`src/rtl/rst_seq_if.sv`:
```
// Handshake bundle between the clock-generator side and the reset sequencer:
// raw lock/button inputs in, staged resets and debug count out.
interface rst_seq_if;
  logic       locked;
  logic       btn;
  logic       periph_rst;
  logic       core_rst;
  logic       ready;
  logic [7:0] lock_loss_cnt;

  modport master (
    output locked, btn,
    input  periph_rst, core_rst, ready, lock_loss_cnt
  );

  modport slave (
    input  locked, btn,
    output periph_rst, core_rst, ready, lock_loss_cnt
  );
endinterface

```
`src/rtl/rst_seq.sv`:
```
// Staged reset sequencer: waits for a stable clock lock, releases peripherals,
// then the core, and falls back into reset on lock loss or a debounced button press.
module rst_seq #(
  parameter int TB_MODE         = 0,
  parameter int SYNC_STAGES     = 2,
  parameter int HOLD_CYCLES     = 1024,
  parameter int CORE_DELAY      = 16,
  parameter int DEBOUNCE_CYCLES = 65536
) (
  input  logic       clk,
  input  logic       rst,
  rst_seq_if.slave   bus
);

  localparam int SYNC_N  = (TB_MODE != 0) ? 2 : SYNC_STAGES;
  localparam int HOLD_N  = (TB_MODE != 0) ? 4 : HOLD_CYCLES;
  localparam int CORE_N  = (TB_MODE != 0) ? 4 : CORE_DELAY;
  localparam int DEB_N   = (TB_MODE != 0) ? 4 : DEBOUNCE_CYCLES;
  localparam int SEQ_MAX = (HOLD_N > CORE_N) ? HOLD_N : CORE_N;
  localparam int SEQ_W   = (SEQ_MAX > 1) ? $clog2(SEQ_MAX) : 1;
  localparam int DB_W    = (DEB_N > 1) ? $clog2(DEB_N) : 1;

  typedef enum logic [1:0] {
    WAIT_LOCK  = 2'd0,
    HOLD       = 2'd1,
    REL_PERIPH = 2'd2,
    RUN        = 2'd3
  } state_t;

  logic [SYNC_N-1:0] locked_sync_q, locked_sync_d;
  logic [SYNC_N-1:0] btn_sync_q, btn_sync_d;
  logic              btn_db_q, btn_db_d;
  logic [DB_W-1:0]   db_cnt_q, db_cnt_d;
  state_t            state_q, state_d;
  logic [SEQ_W-1:0]  seq_cnt_q, seq_cnt_d;
  logic [7:0]        lock_loss_q, lock_loss_d;
  logic              periph_rst_q, periph_rst_d;
  logic              core_rst_q, core_rst_d;
  logic              ready_q, ready_d;

  logic locked_s;
  logic btn_s;
  logic abort;

  assign locked_s = locked_sync_q[SYNC_N-1];
  assign btn_s    = btn_sync_q[SYNC_N-1];
  assign abort    = !locked_s || btn_db_q;

  always_comb begin
    locked_sync_d = {locked_sync_q[SYNC_N-2:0], bus.locked};
    btn_sync_d    = {btn_sync_q[SYNC_N-2:0], bus.btn};
  end

  // A new button level is accepted only after DEB_N consecutive differing cycles.
  always_comb begin
    btn_db_d = btn_db_q;
    db_cnt_d = '0;
    if (btn_s != btn_db_q) begin
      if (db_cnt_q == DB_W'(DEB_N - 1)) begin
        btn_db_d = btn_s;
      end else begin
        db_cnt_d = db_cnt_q + 1'b1;
      end
    end
  end

  always_comb begin
    state_d     = state_q;
    seq_cnt_d   = seq_cnt_q + 1'b1;
    lock_loss_d = lock_loss_q;
    if (abort) begin
      state_d   = WAIT_LOCK;
      seq_cnt_d = '0;
      if (state_q == RUN && !locked_s && lock_loss_q != 8'hFF) begin
        lock_loss_d = lock_loss_q + 8'd1;
      end
    end else begin
      case (state_q)
        WAIT_LOCK: begin
          state_d   = HOLD;
          seq_cnt_d = '0;
        end
        HOLD: begin
          if (seq_cnt_q == SEQ_W'(HOLD_N - 1)) begin
            state_d   = REL_PERIPH;
            seq_cnt_d = '0;
          end
        end
        REL_PERIPH: begin
          if (seq_cnt_q == SEQ_W'(CORE_N - 1)) begin
            state_d   = RUN;
            seq_cnt_d = '0;
          end
        end
        RUN: begin
          seq_cnt_d = '0;
        end
        default: begin
          state_d   = WAIT_LOCK;
          seq_cnt_d = '0;
        end
      endcase
    end
    // Decoding from the next state lets the registered resets move with the state.
    periph_rst_d = (state_d == WAIT_LOCK) || (state_d == HOLD);
    core_rst_d   = (state_d != RUN);
    ready_d      = (state_d == RUN);
  end

  always_ff @(posedge clk) begin
    if (rst) begin
      locked_sync_q <= '0;
      btn_sync_q    <= '0;
      btn_db_q      <= 1'b0;
      db_cnt_q      <= '0;
      state_q       <= WAIT_LOCK;
      seq_cnt_q     <= '0;
      lock_loss_q   <= 8'd0;
      periph_rst_q  <= 1'b1;
      core_rst_q    <= 1'b1;
      ready_q       <= 1'b0;
    end else begin
      locked_sync_q <= locked_sync_d;
      btn_sync_q    <= btn_sync_d;
      btn_db_q      <= btn_db_d;
      db_cnt_q      <= db_cnt_d;
      state_q       <= state_d;
      seq_cnt_q     <= seq_cnt_d;
      lock_loss_q   <= lock_loss_d;
      periph_rst_q  <= periph_rst_d;
      core_rst_q    <= core_rst_d;
      ready_q       <= ready_d;
    end
  end

  assign bus.periph_rst    = periph_rst_q;
  assign bus.core_rst      = core_rst_q;
  assign bus.ready         = ready_q;
  assign bus.lock_loss_cnt = lock_loss_q;

endmodule

```
`src/flat_wrapper.sv`:
```
// flat-port wrapper written by rule: the top's interface ports become plain ports
module rst_seq_flat 
#(
  parameter int TB_MODE         = 0,
  parameter int SYNC_STAGES     = 2,
  parameter int HOLD_CYCLES     = 1024,
  parameter int CORE_DELAY      = 16,
  parameter int DEBOUNCE_CYCLES = 65536
)
  (clk, rst, bus_locked, bus_btn, bus_periph_rst, bus_core_rst, bus_ready, bus_lock_loss_cnt);
  rst_seq_if bus_i ();
  input  logic clk;
  input  logic rst;
  input wire logic [$bits(bus_i.locked)-1:0] bus_locked;
  input wire logic [$bits(bus_i.btn)-1:0] bus_btn;
  output wire logic [$bits(bus_i.periph_rst)-1:0] bus_periph_rst;
  output wire logic [$bits(bus_i.core_rst)-1:0] bus_core_rst;
  output wire logic [$bits(bus_i.ready)-1:0] bus_ready;
  output wire logic [$bits(bus_i.lock_loss_cnt)-1:0] bus_lock_loss_cnt;
  assign bus_i.locked = bus_locked;
  assign bus_i.btn = bus_btn;
  assign bus_periph_rst = bus_i.periph_rst;
  assign bus_core_rst = bus_i.core_rst;
  assign bus_ready = bus_i.ready;
  assign bus_lock_loss_cnt = bus_i.lock_loss_cnt;
  rst_seq #(.TB_MODE(TB_MODE), .SYNC_STAGES(SYNC_STAGES), .HOLD_CYCLES(HOLD_CYCLES), .CORE_DELAY(CORE_DELAY), .DEBOUNCE_CYCLES(DEBOUNCE_CYCLES)) u_core (.clk(clk), .rst(rst), .bus(bus_i));
endmodule
```
`config.mk`:
```
export PLATFORM = sky130hd
export DESIGN_NAME = rst_seq_flat
export DESIGN_NICKNAME = d
export VERILOG_FILES = /design/src/rtl/rst_seq_if.sv /design/src/rtl/rst_seq.sv /design/src/flat_wrapper.sv
export SDC_FILE = /design/constraint.sdc
export NUM_CORES = 1
export LEC_CHECK = 0
export ABC_AREA = 1
export ABC_CLOCK_PERIOD_IN_PS = 4300
export BUFFER_PORTS_ARGS = -buffer_cell sky130_fd_sc_hd__clkbuf_2
export CAP_MARGIN = 20
export CELL_PAD_IN_SITES_DETAIL_PLACEMENT = 1
export CELL_PAD_IN_SITES_GLOBAL_PLACEMENT = 1
export CORE_ASPECT_RATIO = 0.7
export CORE_UTILIZATION = 35
export DETAILED_ROUTE_END_ITERATION = 8
export GPL_TIMING_DRIVEN = 0
export PLACE_DENSITY_LB_ADDON = 0.1
export SKIP_CTS_REPAIR_TIMING = 1
export SLEW_MARGIN = 20
export SYNTH_ARGS = -nofsm -noshare
export SYNTH_HDL_FRONTEND = slang
export SYNTH_SLANG_ARGS = --single-unit
```
`constraint.sdc`:
```
create_clock -name clk -period 4.3 [get_ports clk]
set_clock_uncertainty 0.05 [all_clocks]
set_input_delay 0.86 -clock clk [delete_from_list [all_inputs] [get_ports clk]]
set_output_delay 0.86 -clock clk [all_outputs]
set_load 0.02 [all_outputs]
```
# ---- Word level (Yosys, flattened, before mapping)
# Index checks and enable logic that the tools add are counted.
# W data, S select, Z words.
dict set report totals {
  output_inout_bits 11
  ff_bits 44
}
dict set report op_classes {
  reduce_logical 12
  eq_ne 11
  addsub 3
  n_mux 7
  bitwise 1
}
# cell n
set op_table {}
lappend op_table {{$pmux W10 S3} 1}
lappend op_table {{$mux W10} 2}
lappend op_table {{$add A16 B1 Y16 const B} 1}
lappend op_table {{$eq A16 B16 Y1 const B} 1}
lappend op_table {{$add A10 B1 Y10 const B} 1}
lappend op_table {{$eq A10 B10 Y1 const B} 1}
lappend op_table {{$eq A10 B4 Y1 const B} 1}
lappend op_table {{$add A8 B1 Y8 const B} 1}
lappend op_table {{$ne A8 B8 Y1 const B} 1}
lappend op_table {{$eq A2 B2 Y1 const B} 3}
lappend op_table {{$mux W2} 3}
lappend op_table {{$pmux W2 S3} 1}
lappend op_table {{$eq A2 B1 Y1 const B} 2}
lappend op_table {{$logic_not A2 Y1} 2}
lappend op_table {{$reduce_and A2 Y1} 2}
lappend op_table {{$reduce_or A2 Y1} 2}
lappend op_table {{$reduce_or A3 Y1} 1}
lappend op_table {{$logic_and A1 B1 Y1} 2}
lappend op_table {{$logic_or A1 B1 Y1} 2}
lappend op_table {{$ne A2 B2 Y1 const B} 1}
lappend op_table {{$logic_not A1 Y1} 1}
lappend op_table {{$ne A1 B1 Y1} 1}
lappend op_table {{$not A1 Y1} 1}

# ---- Depth between registers and ports, before layout
# Gate-level depths: netlist of run 1.
dict set report logic_depth {
  depth_word 6
  depth_mapped 8
  depth_no_buf 8
}

# ---- Worst setup path after synthesis of run 1
# Ideal clock, no wire load.
dict set report synth_path {
  kind {input to register}
  startpoint {in rst}
  endpoint {reg u_core.core_rst_q (netlist: u_core.bus.core_rst)}
  t_required_ns 4.133
  n_path_buf 1
  path_slack_ns 2.666
  arrival_time_ns 1.468
  path_stages 5
  path_cell_list {clkbuf_1 -> nor2_1 -> inv_1 -> a21oi_1 -> nand2_1}
}
# element line_no
set synth_rtl {}
lappend synth_rtl {{start, declared} flat_wrapper.sv:13} ;# input logic rst;
lappend synth_rtl {{end signal, assigned} rst_seq.sv:131} ;# core_rst_q <= core_rst_d;
lappend synth_rtl {{end, declared} rst_seq.sv:38} ;# logic core_rst_q, core_rst_d;

# ---- Worst setup path after layout of run 1
dict set report layout_path {
  startpoint {reg u_core.lock_loss_q[2] (netlist: u_core.bus.lock_loss_cnt[2])}
  endpoint {out bus_lock_loss_cnt[2]}
}
# element line_no
set layout_rtl {}
lappend layout_rtl {{start, declared} rst_seq.sv:36} ;# logic [7:0] lock_loss_q, lock_loss_d;
lappend layout_rtl {{start signal, assigned} rst_seq.sv:129} ;# lock_loss_q <= lock_loss_d;
lappend layout_rtl {{end, declared} flat_wrapper.sv:19} ;# output wire logic [$bits(bus_i.lock_loss_cnt)-1:0] bus_lock_loss_cnt;
# No word-level cell between the ends.

==> results of run 1 <==
## metal layers
layer | wire length [um] | track usage (%)
met1 | 2500 | 23.3
met2 | 1740 | 22.9
met3 | 114 | 3.82
met4 | 25 | 4.62
met5 | 0 | 0
## sequential cells by signal (all words and copies together) (netlist names)
signal / flops
u_core.btn_db_q: 1
u_core.bus.lock_loss_cnt: 8
u_core.seq_cnt_q: 10
u_core.state_q: 2
u_core.bus.periph_rst: 1
u_core.btn_sync_q: 2
u_core.bus.core_rst: 1
u_core.db_cnt_q: 16
u_core.bus.ready: 1
u_core.locked_sync_q: 2
## cells by family after synthesis
| group | synth area share, % |
|---|---|
| buffers and inverters | 7.64 |
| adders and majority gates | 1.86 |
| and+or+nand+nor | 35.1 |
| AOI/OAI and AO/OA | 5.16 |
| xor gates and xnor gates | 6.53 |
| DFF | 43.8 |
## cell usage after synthesis
library cell	n	area [sq um]
clkbuf_1	1	3.75
inv_1	37	139
ha_1	3	37.5
o21bai_1	2	15.0
xnor2_1	3	26.3
nand3_1	23	115
nand4_1	8	50.1
dfxtp_1	44	881
nand2_1	67	251
xor2_1	12	105
nor2_4	1	11.3
nor2_2	2	12.5
o21bai_4	1	18.8
nand2_2	3	18.8
nor3_1	2	10.0
o21ai_0	3	15.0
buf_6	1	11.3
a21oi_1	11	55.1
nor2_1	63	236
## cell type report
| cell class | count | share of cell area [%] |
|---|---|---|
| Multi-Input combinational cell | 204 | 42.9 |
| Sequential cell | 44 | 38.6 |
| Clock buffer | 6 | 3.18 |
| Buffer | 2 | 0.658 |
| Clock inverter | 2 | 1.54 |
| Tap cell | 72 | 3.95 |
| Inverter | 37 | 6.09 |
| Timing Repair Buffer | 14 | 3.07 |
## power by group through the flow
stage / combinational, mW / clock, mW / sequential, mW
floorplan: 0.00813 / 0 / 0.420
global placement: 0.0123 / 0 / 0.420
detailed placement: 0.0125 / 0 / 0.420
CTS: 0.0126 / 0.331 / 0.410
global route: 0.0141 / 0.345 / 0.411
finish: 0.0121 / 0.316 / 0.410
## worst paths after layout
path	to	slack, ns	cells after the start
worst max-delay path	bus_lock_loss_cnt[2]	2.49	1
worst min-delay path	u_core.locked_sync_q[1]$_SDFF_PP0_	0.35	2
worst min register to register	u_core.locked_sync_q[1]$_SDFF_PP0_	0.35	2
worst max register to register	u_core.db_cnt_q[13]$_SDFF_PP0_	2.62	7
## through the flow
step / cell area (sq um) / hold WS [ns] / setup slack [ns] / instances
after detailed placement: 2170 / 0.349 / 2.31 / 373
after global routing: 2280 / 0.357 / 2.45 / 381
after CTS: 2280 / 0.358 / 2.46 / 381
after floorplan: 2010 / 0.338 / 2.67 / 287
after global placement: 2170 / 0.342 / 2.31 / 373
final: 2280 / 0.348 / 2.49 / 381
## cell usage in the layout (no fill, tap or decap), drive strengths merged
cell type	count
inv	37
ha	3
bufinv	1
nor3	2
nand3	23
nand4	8
xor2	12
clkbuf	21
o21ai	3
nand2	70
xnor2	3
nor2	66
clkinv	1
o21bai	3
a21oi	11
dfxtp	44
buf	1
==> impl_metrics.yaml, run 1 <==
power_and_ir_drop:
  p_leak_nw: 0.869
  switching_share_pct: 20.6
  intPower_mw: 0.586
  power.density_nw_per_um2: 324
  switchingPower_mw: 0.152
  p_total_mw: 0.738
  pwr-share-comb_pct: 1.6
  clockPowerShare_pct: 42.8
  peakVddDrop_mv: 0.122
  seqPwrFrac_pct: 55.6
critical_path:
  crit_path_end_kind: "primary output"
  crit_slowest_cell: "dfxtp_1"
  max_stage_delay_ns: 0.41
  crit_start: "u_core.bus.lock_loss_cnt[2]$_SDFFE_PP0P_"
  cp_max_fo: 5
  crit_arrival_ns: 0.90
  r2r_start: "u_core.db_cnt_q[0]$_SDFF_PP0_"
  crit_family: "flip-flops"
  crit_type: "reg2out"
  worstSetupStartpointType: "flop"
  required_ns: 3.39
  cp_cell_sequence: "clkbuf_2"
  path_buf_inv: 1
cts:
  cts-root-buf: "clkbuf_8"
  insertion_delay_ns: 0.30
  htree_levels: 2
  clk_path_buf_depth: 2
  clk_pin_slew_worst_paths_ns: 0.09
  cts_tree: "built"
  cts_buffers: 5
  cts.sinks: 44
routing:
  initialDrtViolationCount: 34
  dr.pass1.iters: 4
  routed-via-count: 1766
  routed_via_density: 4.64
  drc: 0
  wl_per_cell_um: 11.5
  drt_wl_total_mm: 4.38
  final_antenna_net_count: 0
floorplan:
  dieArea_sq_um: 6060
  chipHeight_um: 65.5
  die_w_um: 92.7
  start_util_pct: 37.3
  ioPinCount: 15
  fp-row-count: 22
  core_sq_um: 5400
placed_design:
  dp_hpwl_mm: 3.37
  routabilityCongestion: 0.755
  io_buffers: 14
grt:
  grt.total_usage_pct: 15.9
  grt_pass1_vias: 1623
  overflow: 0
  grt_max_degree: 14
  antenna_found_initial: 0
  grt_pass1_wl_mm: 7.47
cells_and_area:
  diodes: 0
  multi_input_area_sq_um: 978
  n_fill_cell: 721
  seq_area_sq_um: 881
  final_util_pct: 42.3
  fin_nets: 315
  drive_gt1_share_pct: 9.39
  area_delta_synth_final_pct: 13.3
sta:
  timing.slew.headroom_pct: 69.5
  hold_viol: 0
  period_needed_ns: 1.81
  period_share_pct: 42.1
  finalSetupViolCount: 0
  fin_setup_tns_ns: 0
  fmax_mhz: 552
  rsz0062_at_grt: "no"
  slew_violations: 0
  worstMarginPinSlew_ns: 0.457
synth:
  ys_ff_latch: 44
  syn-num-nets: 294
  synth_cells: 287
  yosysSeqAreaShare_pct: 43.8
  syn_area_sq_um: 2010
  syn_avg_cell_area_sq_um: 7.01
  yosysUniqueCellTypes: 19
  yosysWarnings: 0
hold_path:
  hp-class: "reg2reg"
  hold_start: "u_core.locked_sync_q[0]$_SDFF_PP0_"
job:
  cap_violations: 0
status:
  run_status: "finished clean"
No activity file was read; power rests on OpenSTA's default activity.
==> run 2: changes to the inputs <==
- ABC_AREA: 1 -> 0
- ABC_CLOCK_PERIOD_IN_PS: 4300 -> 1740
- clock period: 4.3 -> 1.74 ns (I/O delays scaled with it)
==> run 2 against run 1 <==
Via count is 19% lower. Register-to-register slack worse by 2.6 ns. Die area decreased by 8.1%. Flip-flop and latch count unchanged. Area after synthesis down 8.3%. Total power grew 140%. Synthesized cell count fell by 31%. First-iteration DRC count up 35%. Count of clock-buffer cells in the layout unchanged. Global-route usage decreased by 0.071 points. Design area fell by 4.1%. Critical path type is now reg2reg. Largest cell class unchanged. Largest power group unchanged. Highest routed layer unchanged.
==> impl_metrics.yaml, run 2 <==
cts:
  cts.sinks: 44
  cts_tree: "built"
  insertion_delay_ns: 0.29
  cts-root-buf: "clkbuf_8"
  clk_pin_slew_worst_paths_ns: 0.08
  clk_path_buf_depth: 2
  cts_buffers: 5
  htree_levels: 2
floorplan:
  core_sq_um: 4910
  ioPinCount: 15
  chipHeight_um: 62.8
  dieArea_sq_um: 5570
  die_w_um: 88.8
  start_util_pct: 37.6
  fp-row-count: 21
routing:
  routed_via_density: 4.94
  final_antenna_net_count: 0
  drt_wl_total_mm: 4.15
  drc: 0
  routed-via-count: 1432
  wl_per_cell_um: 14.3
  dr.pass1.iters: 4
  initialDrtViolationCount: 46
grt:
  grt.total_usage_pct: 15.8
  overflow: 0
  antenna_found_initial: 0
  grt_max_degree: 14
  grt_pass1_wl_mm: 6.79
  grt_pass1_vias: 1448
placed_design:
  dp_hpwl_mm: 2.97
  place_area_sq_um: 2000
  dpl_worst_slack_ns: -0.0206
  routabilityCongestion: 0.824
  io_buffers: 14
critical_path:
  crit_path_end_kind: "flop"
  crit_slowest_cell: "nor4_1"
  crit_type: "reg2reg"
  max_stage_delay_ns: 0.59
  crit_arrival_ns: 1.91
  cp_max_fo: 5
  worstSetupStartpointType: "flop"
  cp_cell_sequence: "nor4_1 -> a311oi_4 -> or3_1 -> inv_1"
  required_ns: 1.92
synth:
  synth_cells: 198
  syn-num-nets: 205
  synth_top_area_share_pct: 47.7
  ys.flop_type: "dfxtp_1"
  yosysWarnings: 0
  ys_ff_latch: 44
  yosys-top-cells-count: "44 x dfxtp_1, 34 x nor2_1, 15 x xor2_1, 11 x xnor2_1"
  synth-edff-count: 0
  synth.top_cells.by_area: "dfxtp_1 48%, xor2_1 7.1%, nor2_1 6.9%, xnor2_1 5.2%, nand3_1 2.4%"
  synth_most_common_cell: "dfxtp_1"
  yosysTopAreaCell: "dfxtp_1"
  yosysUniqueCellTypes: 42
  syn_area_sq_um: 1850
  yosysSeqAreaShare_pct: 47.7
  syn_avg_cell_area_sq_um: 9.32
  synthArstFlopShare_pct: 0
power_and_ir_drop:
  peakVddDrop_mv: 0.440
  clockPowerShare_pct: 41.9
  intPower_mw: 1.45
  switchingPower_mw: 0.345
  seqPwrFrac_pct: 56.6
  power.density_nw_per_um2: 819
  pwr-share-comb_pct: 1.4
  p_leak_nw: 0.785
  switching_share_pct: 19.3
sta:
  fmax_mhz: 579
  period_share_pct: 99.3
  fin_ws_ns: 0.0130
  hold_viol: 0
  fin_setup_tns_ns: 0
  slew_violations: 0
  finalSetupViolCount: 0
  period_needed_ns: 1.73
  worstMarginPinSlew_ns: 0.610
  timing.slew.headroom_pct: 58.9
cells_and_area:
  seq_area_sq_um: 881
  diodes: 0
  multi_input_area_sq_um: 1000
  final_common_cell: "dfxtp_1"
  top_register: "u_core.db_cnt_q"
  area_delta_synth_final_pct: 18.6
  layout_common_cells: "44 x dfxtp_1, 34 x nor2_1, 15 x xor2_1"
  drive_gt1_share_pct: 15.8
  largest_reg_flops: 16
  n_fill_cell: 568
  fin_nets: 227
  final_area_sq_um: 2190
status:
  run_status: "finished clean"
hold_path:
  hp-class: "in2reg"
job:
  cap_violations: 0
## run 2: final timing paths
kind | to | cells past startpoint | startpoint | slack, ns
max | u_core.bus.ready$_SDFF_PP0_ | 4 | u_core.seq_cnt_q[7]$_SDFF_PP0_ | 0.01
min | u_core.locked_sync_q[0]$_SDFF_PP0_ | 2 | bus_locked | 0.21
max reg2reg | u_core.bus.ready$_SDFF_PP0_ | 4 | u_core.seq_cnt_q[7]$_SDFF_PP0_ | 0.01
min reg2reg | u_core.locked_sync_q[1]$_SDFF_PP0_ | 1 | u_core.locked_sync_q[0]$_SDFF_PP0_ | 0.40
## run 2: layout make-up
cell class | count | area share, %
Sequential cell | 44 | 40.3
Clock buffer | 6 | 3.32
Multi-Input combinational cell | 145 | 45.9
Clock inverter | 2 | 1.60
Buffer | 3 | 0.629
Timing Repair Buffer | 14 | 3.20
Inverter | 7 | 1.20
Tap cell | 69 | 3.95
## run 2: metrics by stage
| step | power, mW | util (%) | hold WS [ns] | cells |
|---|---|---|---|---|
| 3_3_place_gp | 1.06 | 40.7 | 0.386 | 281 |
| 5_1_grt | 1.87 | 44.5 | 0.208 | 290 |
| 4_1_cts | 1.82 | 42.9 | 0.206 | 289 |
| 6_report | 1.79 | 44.5 | 0.214 | 290 |
| 3_5_place_dp | 1.06 | 40.7 | 0.391 | 281 |
| 2_1_floorplan | 1.05 | - | 0.364 | 198 |
## run 2: power by group through the flow
stage | sequential [mW] | clock [mW] | combinational [mW]
6_report | 1.02 | 0.752 | 0.0259
2_1_floorplan | 1.04 | 0 | 0.0146
3_3_place_gp | 1.04 | 0 | 0.0226
5_1_grt | 1.02 | 0.826 | 0.0290
4_1_cts | 1.01 | 0.779 | 0.0234
3_5_place_dp | 1.04 | 0 | 0.0234
## run 2: layer usage
metal | vias up | global-route usage [%] | part of all wire (%)
met2 | 13 | 23.9 | 47
met3 | 4 | 5.15 | 2.6
li1 | 739 | - | -
met5 | - | 0 | 0
met4 | 0 | 3.63 | 0.84
met1 | 676 | 21.7 | 50
## run 2: worst max-delay path, delay by kind of cell (launching register included)
kind,cells,cell delay [ns]
and+or+nand+nor,2,0.96
DFF,1,0.37
AOI/OAI and AO/OA,1,0.23
buffers and inverters,1,0.07
## run 2: logic make-up (layout without fill, tap and decap cells)
logic type | after synthesis | count (layout) | share of synthesized area, %
AND/OR/NAND/NOR | 93 | 93 | 26.4
flip-flops | 44 | 44 | 47.7
XOR/XNOR | 26 | 26 | 12.3
AO/OA/AOI/OAI | 21 | 22 | 8.75
buffers and inverters | 10 | 32 | 2.17
adder cells (fa/ha/maj) | 3 | 3 | 2.03
multiplexers | 1 | 1 | 0.542
==> run 3: changes to the inputs <==
- ABC_AREA: 0 -> not set
- MAX_ROUTING_LAYER: not set -> met4
==> run 3 against run 2 <==
Fmax unchanged. Worst hold slack lost 0.0014 ns. Highest routed layer unchanged. Non-clock buffer count unchanged. Final cell count unchanged.
==> impl_metrics.yaml, run 3 (same netlist as run 2, synthesis figures left out) <==
status:
  run_status: "finished clean"
power_and_ir_drop:
  peakVddDrop_mv: 0.440
  power.density_nw_per_um2: 820
  p_total_mw: 1.79
  p_leak_nw: 0.785
floorplan:
  start_util_pct: 37.6
  die_w_um: 88.8
  dieArea_sq_um: 5570
  core_sq_um: 4910
  fp-row-count: 21
  ioPinCount: 15
  chipHeight_um: 62.8
routing:
  initialDrtViolationCount: 41
  drt_wl_total_mm: 4.15
  routed_via_density: 4.94
  routed-via-count: 1432
  drc: 0
  dr.pass1.iters: 4
  wl_per_cell_um: 14.3
  final_antenna_net_count: 0
critical_path:
  crit_type: "reg2reg"
  r2r_cells: 4
  r2r_start: "u_core.seq_cnt_q[7]$_SDFF_PP0_"
  crit_path_end_kind: "flop"
  required_ns: 1.92
  crit_arrival_ns: 1.91
  worstSetupStartpointType: "flop"
  cp_max_fo: 5
  ff2ff_setup_slack_ns: 0.01
  r2r_end: "u_core.bus.ready$_SDFF_PP0_"
grt:
  overflow: 0
  grt_pass1_vias: 1449
  antenna_found_initial: 0
  grt_max_degree: 14
  grt.total_usage_pct: 16.2
  grt_pass1_wl_mm: 6.79
placed_design:
  dp_hpwl_mm: 2.97
  routabilityCongestion: 0.836
  place_area_sq_um: 2000
  io_buffers: 14
cts:
  cts_tree: "built"
  clk_pin_slew_worst_paths_ns: 0.08
  cts_buffers: 5
  insertion_delay_ns: 0.29
  cts.sinks: 44
  cts-root-buf: "clkbuf_8"
  htree_levels: 2
  clk_path_buf_depth: 2
cells_and_area:
  n_fill_cell: 568
  drive_gt1_share_pct: 15.8
  fin_nets: 227
  area_delta_synth_final_pct: 18.6
  final_util_pct: 44.5
  layout_common_cells: "44 x dfxtp_1, 34 x nor2_1, 15 x xor2_1"
  largest_reg_flops: 16
  final_area_sq_um: 2190
  top_register: "u_core.db_cnt_q"
  diodes: 0
  final_common_cell: "dfxtp_1"
sta:
  hold_viol: 0
  period_needed_ns: 1.73
  finalSetupViolCount: 0
  timing.slew.headroom_pct: 58.9
  fin_setup_tns_ns: 0
  worstMarginPinSlew_ns: 0.610
  fmax_mhz: 579
  slew_violations: 0
  period_share_pct: 99.3
job:
  cap_violations: 0
hold_path:
  hold_start: "bus_locked"
  min_to: "u_core.locked_sync_q[0]$_SDFF_PP0_"
  whs_path_depth: 2
  hp-class: "in2reg"
==> run 3: cell counts in the layout (fill, tap and decap cells not counted) <==
No cell type changed its count.
==> run 3: area by class of cell <==
class	instances	area [sq um]	area share [%]
multi-input combinational	145	1000	45.9
buffer	3	13.8	0.629
clock inverter	2	35.0	1.60
sequential	44	881	40.3
inverter	7	26.3	1.20
tap	69	86.3	3.95
clock buffer	6	72.6	3.32
timing repair buffer	14	70.1	3.20
==> run 3: metal layers <==
layer | vias up | wire (um) | GRT usage [%] | part of all wire [%]
met5 | - | 0 | - | 0
met4 | 0 | 44 | 4.23 | 1.1
met3 | 4 | 107 | 4.36 | 2.6
met2 | 13 | 1930 | 23.9 | 47
met1 | 676 | 2070 | 21.7 | 50
li1 | 739 | - | - | -
==> run 3: metrics by stage <==
| stage | instances | setup WS, ns | hold slack, ns |
|---|---|---|---|
| global route | 290 | -0.0534 | 0.212 |
| detailed placement | 281 | -0.0206 | 0.391 |
| finish | 290 | 0.0130 | 0.213 |
| floorplan | 198 | 0.167 | 0.364 |
| global placement | 281 | 0.0563 | 0.386 |
| CTS | 289 | -0.0399 | 0.206 |
==> run 3: worst max-delay path, cell delays in order, from the launching register on <==
cell      delay (ns)
dfxtp_1         0.37
nor4_1          0.59
a311oi_4        0.23
or3_1           0.37
inv_1           0.07
==> run 3: report_power, final <==
group          switching [mW]  leakage (nW)  internal, mW
clock network           0.327        0.0552         0.426
logic                  0.0155         0.375        0.0104
registers             0.00400         0.355          1.01
==> run 3: worst max path at each step <==
stage	from	end	slack, ns	cells past startpoint
6_report	u_core.seq_cnt_q[7]$_SDFF_PP0_	u_core.bus.ready$_SDFF_PP0_	0.01	4
5_1_grt	u_core.seq_cnt_q[7]$_SDFF_PP0_	u_core.bus.ready$_SDFF_PP0_	-0.05	4
4_1_cts	u_core.seq_cnt_q[0]$_SDFF_PP0_	u_core.seq_cnt_q[4]$_SDFF_PP0_	-0.04	5
3_5_place_dp	u_core.seq_cnt_q[0]$_SDFF_PP0_	u_core.seq_cnt_q[2]$_SDFF_PP0_	-0.02	5
3_3_place_gp	u_core.seq_cnt_q[0]$_SDFF_PP0_	u_core.seq_cnt_q[7]$_SDFF_PP0_	0.06	5
2_1_floorplan	u_core.bus.lock_loss_cnt[0]$_SDFFE_PP0P_	u_core.bus.lock_loss_cnt[1]$_SDFFE_PP0P_	0.17	5
